`src/rtl/core_pkg.sv`:
```
// Shared core types for the data-memory arbiter.
//   Xlen        : data/address width
//   MaskW       : byte-mask width (Xlen/8)
//   arb_state_e : arbiter FSM states
//   arb_owner_e : requester that owns the outstanding transaction
package core_pkg;

    localparam int unsigned Xlen  = 32;
    localparam int unsigned MaskW = Xlen / 8;

    typedef enum logic [1:0] {
        Idle     = 2'd0,
        Issue    = 2'd1,
        WaitResp = 2'd2
    } arb_state_e;

    typedef enum logic {
        OwnerIfu = 1'b0,
        OwnerLsu = 1'b1
    } arb_owner_e;

endpackage

```
`src/rtl/mem_rr_arb.sv`:
```
// Two-input round-robin pick between IFU and LSU.
//   clk_i, rst_ni : clock, async active-low reset
//   req_ifu_i     : IFU requesting
//   req_lsu_i     : LSU requesting
//   update_i      : strobe, served_i becomes the last-served requester
//   served_i      : requester just served
//   gnt_valid_o   : at least one requester valid
//   gnt_o         : winner (combinational)
module mem_rr_arb
    import core_pkg::*;
(
    input  logic       clk_i,
    input  logic       rst_ni,
    input  logic       req_ifu_i,
    input  logic       req_lsu_i,
    input  logic       update_i,
    input  arb_owner_e served_i,
    output logic       gnt_valid_o,
    output arb_owner_e gnt_o
);

    arb_owner_e r_last;
    arb_owner_e w_last;

    always_comb begin
        // Bypass the strobe so a pick made in the same cycle as the update
        // already sees the new priority.
        w_last      = update_i ? served_i : r_last;
        gnt_valid_o = req_ifu_i | req_lsu_i;
        gnt_o       = OwnerIfu;
        if (req_ifu_i && req_lsu_i) begin
            gnt_o = (w_last == OwnerIfu) ? OwnerLsu : OwnerIfu;
        end else if (req_lsu_i) begin
            gnt_o = OwnerLsu;
        end
    end

    // Reset to IFU so the LSU wins the first tie.
    always_ff @(posedge clk_i or negedge rst_ni) begin
        if (!rst_ni) begin
            r_last <= OwnerIfu;
        end else if (update_i) begin
            r_last <= served_i;
        end
    end

endmodule

```
`src/rtl/mem_arbiter.sv`:
```
// Shares the single data-memory port between IFU and LSU. One transaction
// outstanding at a time; the winner's request is captured, issued on the
// memory valid/ready handshake, and the single response beat is routed back
// to the owner in the cycle it arrives.
//   clk_i, rst_ni        : clock, async active-low reset
//   ifu_*                : IFU request (read-only) and response
//   lsu_*                : LSU request (wmask 0 = read) and response
//   mem_*                : memory request (captured payload) and response
//   err_o                : sticky, response seen with nothing outstanding
module mem_arbiter
    import core_pkg::*;
(
    input  logic             clk_i,
    input  logic             rst_ni,
    input  logic             ifu_valid_i,
    output logic             ifu_ready_o,
    input  logic [Xlen-1:0]  ifu_addr_i,
    output logic [Xlen-1:0]  ifu_rdata_o,
    output logic             ifu_rvalid_o,
    input  logic             lsu_valid_i,
    output logic             lsu_ready_o,
    input  logic [Xlen-1:0]  lsu_addr_i,
    input  logic [Xlen-1:0]  lsu_wdata_i,
    input  logic [MaskW-1:0] lsu_wmask_i,
    output logic [Xlen-1:0]  lsu_rdata_o,
    output logic             lsu_rvalid_o,
    output logic             mem_valid_o,
    input  logic             mem_ready_i,
    output logic [Xlen-1:0]  mem_addr_o,
    output logic [Xlen-1:0]  mem_wdata_o,
    output logic [MaskW-1:0] mem_wmask_o,
    input  logic [Xlen-1:0]  mem_rdata_i,
    input  logic             mem_rvalid_i,
    output logic             err_o
);

    arb_state_e       r_state;
    arb_owner_e       r_owner;
    logic [Xlen-1:0]  r_addr;
    logic [Xlen-1:0]  r_wdata;
    logic [MaskW-1:0] r_wmask;
    logic             r_err;

    logic             w_gnt_valid;
    arb_owner_e       w_gnt;
    logic             w_resp;
    logic             w_issue;
    logic [Xlen-1:0]  w_cap_addr;
    logic [Xlen-1:0]  w_cap_wdata;
    logic [MaskW-1:0] w_cap_wmask;

    assign w_resp  = (r_state == WaitResp) && mem_rvalid_i;
    assign w_issue = (r_state == Issue);

    mem_rr_arb u_rr_arb (
        .clk_i       (clk_i),
        .rst_ni      (rst_ni),
        .req_ifu_i   (ifu_valid_i),
        .req_lsu_i   (lsu_valid_i),
        .update_i    (w_resp),
        .served_i    (r_owner),
        .gnt_valid_o (w_gnt_valid),
        .gnt_o       (w_gnt)
    );

    // IFU is read-only: its write data and mask are forced to zero.
    always_comb begin
        w_cap_addr  = ifu_addr_i;
        w_cap_wdata = '0;
        w_cap_wmask = '0;
        if (w_gnt == OwnerLsu) begin
            w_cap_addr  = lsu_addr_i;
            w_cap_wdata = lsu_wdata_i;
            w_cap_wmask = lsu_wmask_i;
        end
    end

    always_ff @(posedge clk_i or negedge rst_ni) begin
        if (!rst_ni) begin
            r_state <= Idle;
            r_owner <= OwnerIfu;
            r_addr  <= '0;
            r_wdata <= '0;
            r_wmask <= '0;
            r_err   <= 1'b0;
        end else begin
            if (mem_rvalid_i && (r_state != WaitResp)) begin
                r_err <= 1'b1;
            end
            unique case (r_state)
                Idle: begin
                    if (w_gnt_valid) begin
                        r_owner <= w_gnt;
                        r_addr  <= w_cap_addr;
                        r_wdata <= w_cap_wdata;
                        r_wmask <= w_cap_wmask;
                        r_state <= Issue;
                    end
                end
                Issue: begin
                    if (mem_ready_i) begin
                        r_state <= WaitResp;
                    end
                end
                WaitResp: begin
                    if (mem_rvalid_i) begin
                        // Re-arbitrate in the response cycle: no idle bubble.
                        if (w_gnt_valid) begin
                            r_owner <= w_gnt;
                            r_addr  <= w_cap_addr;
                            r_wdata <= w_cap_wdata;
                            r_wmask <= w_cap_wmask;
                            r_state <= Issue;
                        end else begin
                            r_state <= Idle;
                        end
                    end
                end
                default: r_state <= Idle;
            endcase
        end
    end

    always_comb begin
        mem_valid_o  = w_issue;
        mem_addr_o   = r_addr;
        mem_wdata_o  = r_wdata;
        mem_wmask_o  = r_wmask;
        ifu_ready_o  = w_issue && (r_owner == OwnerIfu) && mem_ready_i;
        lsu_ready_o  = w_issue && (r_owner == OwnerLsu) && mem_ready_i;
        ifu_rvalid_o = w_resp && (r_owner == OwnerIfu);
        lsu_rvalid_o = w_resp && (r_owner == OwnerLsu);
        ifu_rdata_o  = ifu_rvalid_o ? mem_rdata_i : '0;
        lsu_rdata_o  = lsu_rvalid_o ? mem_rdata_i : '0;
        err_o        = r_err;
    end

endmodule

```
`config.mk`:
```
export PLATFORM = sky130hd
export DESIGN_NAME = mem_arbiter
export DESIGN_NICKNAME = d
export VERILOG_FILES = /design/src/rtl/core_pkg.sv /design/src/rtl/mem_rr_arb.sv /design/src/rtl/mem_arbiter.sv
export SDC_FILE = /design/constraint.sdc
export NUM_CORES = 1
export LEC_CHECK = 0
export ABC_AREA = 0
export CAP_MARGIN = 20
export CORE_MARGIN = 8
export CORE_UTILIZATION = 37
export CTS_CLUSTER_SIZE = 28
export DETAILED_ROUTE_END_ITERATION = 10
export PLACE_DENSITY = 0.87
export RECOVER_POWER = 25
export SLEW_MARGIN = 10
export SYNTH_ARGS = -nofsm -noshare
export SYNTH_HDL_FRONTEND = slang
export SYNTH_SLANG_ARGS = --single-unit
```
`constraint.sdc`:
```
create_clock -name clk_i -period 2.4 [get_ports clk_i]
set_input_delay 0.48 -clock clk_i [delete_from_list [all_inputs] [get_ports clk_i]]
set_output_delay 0.48 -clock clk_i [all_outputs]
set_load 0.01 [all_outputs]
```
# Yosys cells after proc, flatten, opt, wreduce, memory -nomap -nowiden
# Cells that the tools add are included.
[totals]
ff_bits = 73
output_inout_bits = 138
wordCells = 54
[classes]
eq_ne = 6
n_mux = 26
bitwise = 2
n_reduce_logical = 13
[op_table]
columns = ["operator", "count"]
rows = [
  ["$mux 32", 8],
  ["$pmux 32 s2", 2],
  ["$mux 4", 3],
  ["$logic_and 1x1->1", 9],
  ["$pmux 4 s2", 1],
  ["$mux 1", 7],
  ["$mux 2", 3],
  ["$ne 2x2->1 const B", 3],
  ["$pmux 2 s3", 1],
  ["$reduce_and 3->1", 1],
  ["$eq 2x1->1 const B", 1],
  ["$eq 2x2->1 const B", 1],
  ["$logic_not 2->1", 1],
  ["$ne 2x1->1 const B", 1],
  ["$pmux 1 s2", 1],
  ["$reduce_and 2->1", 1],
  ["$reduce_bool 2->1", 1],
  ["$not 1->1", 1],
  ["$or 1x1->1", 1],
]

# Logic depth before layout (Yosys ltp)
# Gate-level depths: netlist of the first run.
[logic_depth]
depth_word = 9
mapped_depth = 7
depth_no_buf = 4

# By module
# From an unflattened synthesis of the first run, not the netlist that was laid out.
[hier_totals]
hier_cells = 353
area_unflattened_um2 = 4000.1
[by_module_without_submodules]
columns = ["module", "instances", "cells_per_inst", "area_each_um2", "seq_area_each_um2"]
rows = [
  ["mem_arbiter", 1, 349, 3942.5, 1801.7],
  ["mem_rr_arb", 1, 4, 57.6, 25.0],
]

# Worst setup path after synthesis of the first run
# OpenSTA, ideal clock, no wires.
[synth_timing]
kind = "flip-flop to output port"
from = "register r_state[0]"
to = "output port ifu_rdata_o[22]"
arrival_ns = 1.279
slack_ns = 0.641
path_stages_with_launch = 5
n_path_buf = 1
cell_sequence = "dfrtp_1 > nand3b_1 > nor2_1 > clkbuf_1 > and2_1"
[synth_via]
elab_chain_cells = 4
[synth_lines]
columns = ["item", "line_no", "source"]
rows = [
  ["from (decl)", "mem_arbiter.sv:37", "arb_state_e r_state;"],
  ["from (signal assigned)", "mem_arbiter.sv:80", "r_state <= Idle;"],
  ["from (signal assigned)", "mem_arbiter.sv:97", "r_state <= Issue;"],
  ["from (signal assigned)", "mem_arbiter.sv:102", "r_state <= WaitResp;"],
  ["$eq 2x2->1", "mem_arbiter.sv:52", "assign w_resp = (r_state == WaitResp) && mem_rvalid_i;"],
  ["$logic_and 1x1->1", "mem_arbiter.sv:52", ""],
  ["$logic_and 1x1->1", "mem_arbiter.sv:131", "ifu_rvalid_o = w_resp && (r_owner == OwnerIfu);"],
  ["via ifu_rvalid_o", "mem_arbiter.sv:19", "output logic ifu_rvalid_o,"],
  ["$mux 32", "mem_arbiter.sv:133", "ifu_rdata_o = ifu_rvalid_o ? mem_rdata_i : '0;"],
  ["to (decl)", "mem_arbiter.sv:18", "output logic [Xlen-1:0] ifu_rdata_o,"],
]
# The timed path passes the listed nets, and every way through them passes these cells.

# Worst setup path after layout of the first run
[layout_timing]
from = "register r_owner"
to = "output port lsu_rvalid_o"
[layout_via]
elab_chain_cells = 1
[layout_lines]
columns = ["item", "line_no", "source"]
rows = [
  ["from (decl)", "mem_arbiter.sv:38", "arb_owner_e r_owner;"],
  ["from (signal assigned)", "mem_arbiter.sv:81", "r_owner <= OwnerIfu;"],
  ["from (signal assigned)", "mem_arbiter.sv:93", "r_owner <= w_gnt;"],
  ["from (signal assigned)", "mem_arbiter.sv:109", "r_owner <= w_gnt;"],
  ["$logic_and 1x1->1", "mem_arbiter.sv:132", "lsu_rvalid_o = w_resp && (r_owner == OwnerLsu);"],
  ["to (decl)", "mem_arbiter.sv:26", "output logic lsu_rvalid_o,"],
]
# Every way passes these cells.

==> impl_metrics.yaml, run 1 <==
critical_path:
  endpoint_kind: "primary output"
  critical_path_required_ps: 1920
  cp.arrival_ps: 1800
  rr_startpoint: "r_owner"
  crit_start: "r_owner"
  criticalPathCategory: "register to primary output"
  startpoint_type: "register"
  crit_path_max_fanout: 36
floorplan:
  fp-row-count: 36
  die_y_um: 115
  num_io_pins: 276
  fp.dieW_um: 115
  start_util: 0.375
  coreArea_um2: 9640
  dieArea_um2: 13200
yosys:
  synth_largest_area_cell: "dfrtp_1"
  synth_edf_count: 0
  synth.top_cell.area_share: 0.505
  synth_cell_types: 24
  synthTopCellsByArea: "dfrtp_1 (50%), nand2_1 (11%), a21oi_1 (8.9%), and3_1 (5.7%), and2_1 (5.5%)"
  syn_area_um2: 3620
  netlist_instances: 436
  yosys-top-cells-count: "nand2_1 (109), dfrtp_1 (73), a21oi_1 (64), nand3_1 (36), nor2_1 (35)"
  ys_seq_elements: 73
  async_flop_share: 1.00
  syn-num-nets: 574
  ys.flop_type: "dfrtp_1"
  postSynthAreaPerCell_um2: 8.30
  yosysSeqAreaShare: 0.505
  yosysMostFrequentCell: "nand2_1"
  yosysWarningCount: 0
global_route:
  met3_usage: 0.0898
  first_global_vias: 4294
  grt_usage: 0.225
  grt_util_met1: 0.253
  grt_pass1_wl_um: 23300
  use_met2: 0.384
  grt_busiest_layer: "met2"
  antenna_found_initial: 0
  grt_overflow: 0
  grt_max_degree: 74
min_path:
  hold_path.class: "register to register"
  min_from: "err_o"
clock_tree:
  cts.path.max_buffers: 2
  clk_pin_slew_ps: 70
  insertion_delay_ps: 340
  cts_tree: "yes"
  clock_sinks: 73
  numCtsBuffers: 9
  ctsRootBufferMaster: "clkbuf_8"
  ctsHtreeMaxLevel: 3
detailed_routing:
  drt_iter0_drc: 304
  wl_per_cell_um: 18.1
  vias_per_cell: 4.87
  vias: 4113
  routed_wl_um: 15300
  postRouteAntennaNets: 0
  drc: 0
  drt_pass1_iterations: 4
pwr:
  p_sw_mw: 2.59
  leakage_nw: 3.36
  powerDensity_nw_per_um2: 1020
  seq_power_share: 0.321
  finalPower_mw: 6.81
  p_sw_frac: 0.380
  power_frac_clock: 0.140
  p_comb_frac: 0.540
  power.internal_mw: 4.22
  ir_drop_mv: 0.545
sta:
  holdWs_ps: 457
  final_max_slew_viol_count: 74
  relSlewSlack: -0.206
  tns_ps: 0
  setup_viol: 0
  finClkSkew_ps: 14.4
  setup_slack_ps: 118
  hold_viol: 0
  fmax_ghz: 0.438
  rsz0062_at_grt: "false"
  worstMarginPinSlew_ps: 1810
  period_needed_ps: 2280
  fin_crit_sh: 0.951
placement:
  dp_cells: 825
  pre_cts_ws_ps: -290
  dp_hpwl_um: 11700
  port_buffers: 275
  gp_congestion: 0.824
final_layout:
  nets: 844
  drive_gt1_frac: 0.0858
  fillerInstances: 783
  area_growth_pct: 84.6
  n_antenna_cell: 0
  stdcell_count: 844
job:
  drv_cap: 1
run_status:
  status: "complete, but fails checks"
  violations: "capacitance limit, slew limit"
## cell type report
class	count	area (um^2)	share of cell area
Clock buffer	11	141	0.0212
Clock inverter	5	55.1	0.00824
Inverter	3	11.3	0.00169
Multi-Input combinational cell	324	1600	0.240
Sequential cell	73	1830	0.274
Tap cell	133	166	0.0249
Timing Repair Buffer	295	2870	0.430
## state kept, by name, summed over array words and instances, names as in the netlist
signal	count
mem_wmask_o	4
mem_wdata_o	32
mem_addr_o	32
r_state	2
u_rr_arb.r_last	1
err_o	1
r_owner	1
## timing repair
| item | 4_1_cts | 5_1_grt |
|---|---|---|
| buffers inserted | 1 | 1 |
| setup endpoints to repair | 65 | 19 |
| cloned | 1 | 0 |
| hold buffers | 0 | 0 |
| resized for setup | 87 | 19 |
## final timing paths
check	end	slack (ps)	cells after the start
worst min register to register	err_o	460	1
worst max register to register	mem_addr_o[15]	520	7
max in group asynchronous	r_state[1]	610	1
worst max-delay path	lsu_rvalid_o	120	4
worst min-delay path	err_o	460	1
min in group asynchronous	mem_wdata_o[22]	630	1
## critical path, cell delays in order (launching register included)
cell             delay (ps)
dfrtp_1                 370
buf_4                   310
nand4b_2                160
inv_1                    70
clkdlybuf4s50_1         560
## power groups by stage
| stage | Sequential [mW] | Clock (mW) | Combinational (mW) |
|---|---|---|---|
| after floorplan | 2.45 | 0 | 1.30 |
| after global placement | 2.16 | 0 | 3.63 |
| after detailed placement | 2.20 | 0 | 3.73 |
| after CTS | 2.19 | 0.977 | 3.72 |
| after global routing | 2.25 | 1.05 | 4.00 |
| final | 2.18 | 0.950 | 3.68 |
## cell families (layout without fill, tap and decap cells)
logic type             Yosys count  count (layout)  synth area share
AO/OA/AOI/OAI                   70              70             0.108
buffers and inverters           39             314            0.0560
flip-flops                      73              73             0.505
AND/OR/NAND/NOR                254             254             0.332
## layer usage
layer	wire [um]	vias up
met5	0	-
met4	337	0
met3	1420	28
met2	7550	162
met1	6000	1947
li1	-	1976
## through the flow
| stage | utilization | cell area (um^2) |
|---|---|---|
| 4_1_cts | 0.700 | 6750 |
| 6_report | 0.693 | 6680 |
| 2_1_floorplan | - | 3620 |
| 3_3_place_gp | 0.681 | 6570 |
| 5_1_grt | 0.693 | 6680 |
| 3_5_place_dp | 0.681 | 6570 |
## placed cells by master (no fill, tap or decap), types with 2 or more instances in the layout
master             n
clkdlybuf4s50_1  207
nand2_1          109
dfrtp_1           72
a21oi_1           64
dlygate4sd2_1     49
nand3_1           36
nor2_1            34
and3_1            33
and2_1            32
clkbuf_2          14
buf_4             12
clkbuf_8          10
buf_12             7
inv_1              3
buf_2              3
o21ai_1            2
nand2b_1           2
clkinv_2           2
clkinvlp_4         2
dlymetal6s2s_1     2
Power figures use the tool's default switching activity.
==> inputs of run 2 (changes only) <==
--- a/config.mk
+++ b/config.mk
@@ -9,6 +9,7 @@
 export CAP_MARGIN = 20
 export CORE_MARGIN = 8
 export CORE_UTILIZATION = 37
+export CTS_CLUSTER_DIAMETER = 100
 export CTS_CLUSTER_SIZE = 28
 export DETAILED_ROUTE_END_ITERATION = 10
 export PLACE_DENSITY = 0.87
==> results of run 2 <==
Final layout, timing and power as in run 1 (identical DEF).
==> inputs of run 3 (changes only) <==
--- a/config.mk
+++ b/config.mk
@@ -5,14 +5,13 @@
 export SDC_FILE = /design/constraint.sdc
 export NUM_CORES = 1
 export LEC_CHECK = 0
-export ABC_AREA = 0
 export CAP_MARGIN = 20
 export CORE_MARGIN = 8
 export CORE_UTILIZATION = 37
 export CTS_CLUSTER_DIAMETER = 100
 export CTS_CLUSTER_SIZE = 28
 export DETAILED_ROUTE_END_ITERATION = 10
-export PLACE_DENSITY = 0.87
+export PLACE_DENSITY = 0.95
 export RECOVER_POWER = 25
 export SLEW_MARGIN = 10
 export SYNTH_ARGS = -nofsm -noshare
==> run 3 against run 2 <==
  * The run still ends with capacitance limit, slew limit left
  * Sequential share of layout area decreased by 0.57 points
  * Maximum frequency decreased by 2.8%
  * Hold slack improved by 10 ps
  * Die area unchanged
  * Global-route usage decreased by 0.14 points
  * Largest cell class unchanged
  * Largest power group unchanged
==> impl_metrics.yaml, run 3 (synthesis gave the netlist of run 1 again) <==
run_status:
  status: "complete, but fails checks"
  violations: "capacitance limit, slew limit"
job:
  drv_cap: 1
pwr:
  finalPower_mw: 7.02
  power_frac_clock: 0.155
  p_sw_frac: 0.375
  seq_power_share: 0.311
  power.internal_mw: 4.38
  p_comb_frac: 0.534
  leakage_nw: 3.48
  p_sw_mw: 2.63
  ir_drop_mv: 0.620
  powerDensity_nw_per_um2: 1030
clock_tree:
  numCtsBuffers: 9
  insertion_delay_ps: 330
  cts.path.max_buffers: 2
  clock_sinks: 73
  ctsHtreeMaxLevel: 3
  postCtsHoldBufs: 0
  ctsRootBufferMaster: "clkbuf_8"
  cts_tree: "yes"
  clk_pin_slew_ps: 80
critical_path:
  slowest_stage: "dfrtp_2"
  path_delay_family: "buffers and inverters"
  timing.rr.end: "mem_addr_o[7]"
  endpoint_kind: "primary output"
  rr_startpoint: "r_state[1]"
  criticalPathCategory: "register to primary output"
  crit_path_max_fanout: 16
  path_buf_inv: 3
  cp.arrival_ps: 1870
  startpoint_type: "register"
  slowest_delay_ps: 430
  worst_r2r_path_depth: 8
  regToRegSetupSlack_ps: 380
  crit_chain: "and3b_2 -> buf_4 -> bufbuf_16 -> and3_1 -> dlygate4sd2_1"
  critical_path_required_ps: 1920
sta:
  setup_slack_ps: 53.6
  finClkSkew_ps: 12.0
  relSlewSlack: -0.235
  setup_viol: 0
  worstMarginPinSlew_ps: 1850
  period_needed_ps: 2350
  hold_viol: 0
  fmax_ghz: 0.426
  final_max_slew_viol_count: 74
  fin_crit_sh: 0.978
min_path:
  min_to: "mem_wdata_o[31]"
  holdPathStages: 2
  min_from: "mem_wdata_o[31]"
  hold_path.class: "register to register"
final_layout:
  final_cell_mix: "clkdlybuf4s50_1 (207), nand2_1 (109), dfrtp_1 (72), a21oi_1 (64), dlygate4sd2_1 (58)"
  stdcell_count: 847
  n_antenna_cell: 0
  final_common_cell: "clkdlybuf4s50_1"
  nets: 847
  area_growth_pct: 88.5
  drive_gt1_frac: 0.0700
floorplan:
  dieArea_um2: 13200
  fp-row-count: 36
  num_io_pins: 276
  fp.dieW_um: 115
  die_y_um: 115
  start_util: 0.375
  coreArea_um2: 9640
detailed_routing:
  drt_iter0_drc: 244
  wl_per_cell_um: 18.1
  vias_per_cell: 4.92
  routed_wl_um: 15300
  vias: 4168
  postRouteAntennaNets: 0
  drc: 0
  drt_pass1_iterations: 4
global_route:
  grt_overflow: 0
  grt_pass1_wl_um: 23200
  first_global_vias: 4396
  grt_usage: 0.224
  antenna_found_initial: 1
  grt_max_degree: 74
placement:
  dp_hpwl_um: 11900
  pre_cts_ws_ps: -265
  dp_cells: 826
  gp_congestion: 0.815
  port_buffers: 275
-- run 3: cell types whose count changed in the layout (fill, tap and decap cells not counted), sizes merged --
cell           previous run  this run
dlymetal6s2s              2         6
clkbuf                   25        11
dlygate4sd2              49        58
clkinvlp                  2         3
bufinv                    1         2
clkdlybuf4s15             0         3
clkinv                    2         1
-- run 3: worst reg2reg max path, cell delays in order (launching register included) --
cell       delay [ps]
dfrtp_2           430
and3b_2           230
buf_4             140
bufbuf_16         270
buf_4             150
o221a_4           240
buf_12            180
a21oi_1           190
a21oi_1            80
-- run 3: worst max path at each step --
stage               slack [ps]  depth (start not counted)         start         endpoint
floorplan                  640                          4    r_state[0]  ifu_rdata_o[22]
global placement          -190                          5  mem_rvalid_i  lsu_rdata_o[30]
detailed placement        -270                          6  mem_rvalid_i  ifu_rdata_o[12]
CTS                        -30                          5    r_state[0]   ifu_rdata_o[3]
global route                -3                          6    r_state[0]  ifu_rdata_o[12]
finish                      50                          5    r_state[1]  lsu_rdata_o[23]
-- run 3: stage by stage --
stage	area, um^2	hold slack [ps]	TNS [ps]	utilization
global route	6820	486	-3.28	0.708
floorplan	3620	184	0	-
CTS	6780	304	-127	0.703
finish	6820	467	0	0.708
global placement	6570	444	-9780	0.682
detailed placement	6570	454	-12000	0.682
-- run 3: final cells by class --
| cell class | instances | area, um^2 |
|---|---|---|
| timing repair buffer | 298 | 2980 |
| fill | 761 | 2820 |
| sequential | 73 | 1830 |
| multi-input combinational | 324 | 1600 |
| tap | 133 | 166 |
| clock buffer | 10 | 138 |
| clock inverter | 6 | 91.3 |
| inverter | 3 | 11.3 |
-- run 3: power groups by stage --
| stage | Clock, mW | Combinational, mW | Sequential, mW |
|---|---|---|---|
| after global routing | 1.18 | 4.06 | 2.24 |
| final | 1.09 | 3.75 | 2.18 |
| after floorplan | 0 | 1.30 | 2.45 |
| after detailed placement | 0 | 3.75 | 2.20 |
| after CTS | 1.12 | 3.74 | 2.19 |
| after global placement | 0 | 3.62 | 2.16 |
-- run 3: layer usage --
metal | routed length [um] | global-route usage | part of all wire
met1 | 5580 | 0.238 | 0.36
met2 | 7920 | 0.399 | 0.52
met3 | 1460 | 0.0851 | 0.095
met4 | 348 | 0.0709 | 0.023
met5 | 13 | 0 | 0.00085
-- run 3: timing repair --
action	4_1_cts	5_1_grt
cloned	1	0
setup buffers	1	3
resized for setup	67	10
setup endpoints to repair	66	21
pin swaps	0	1
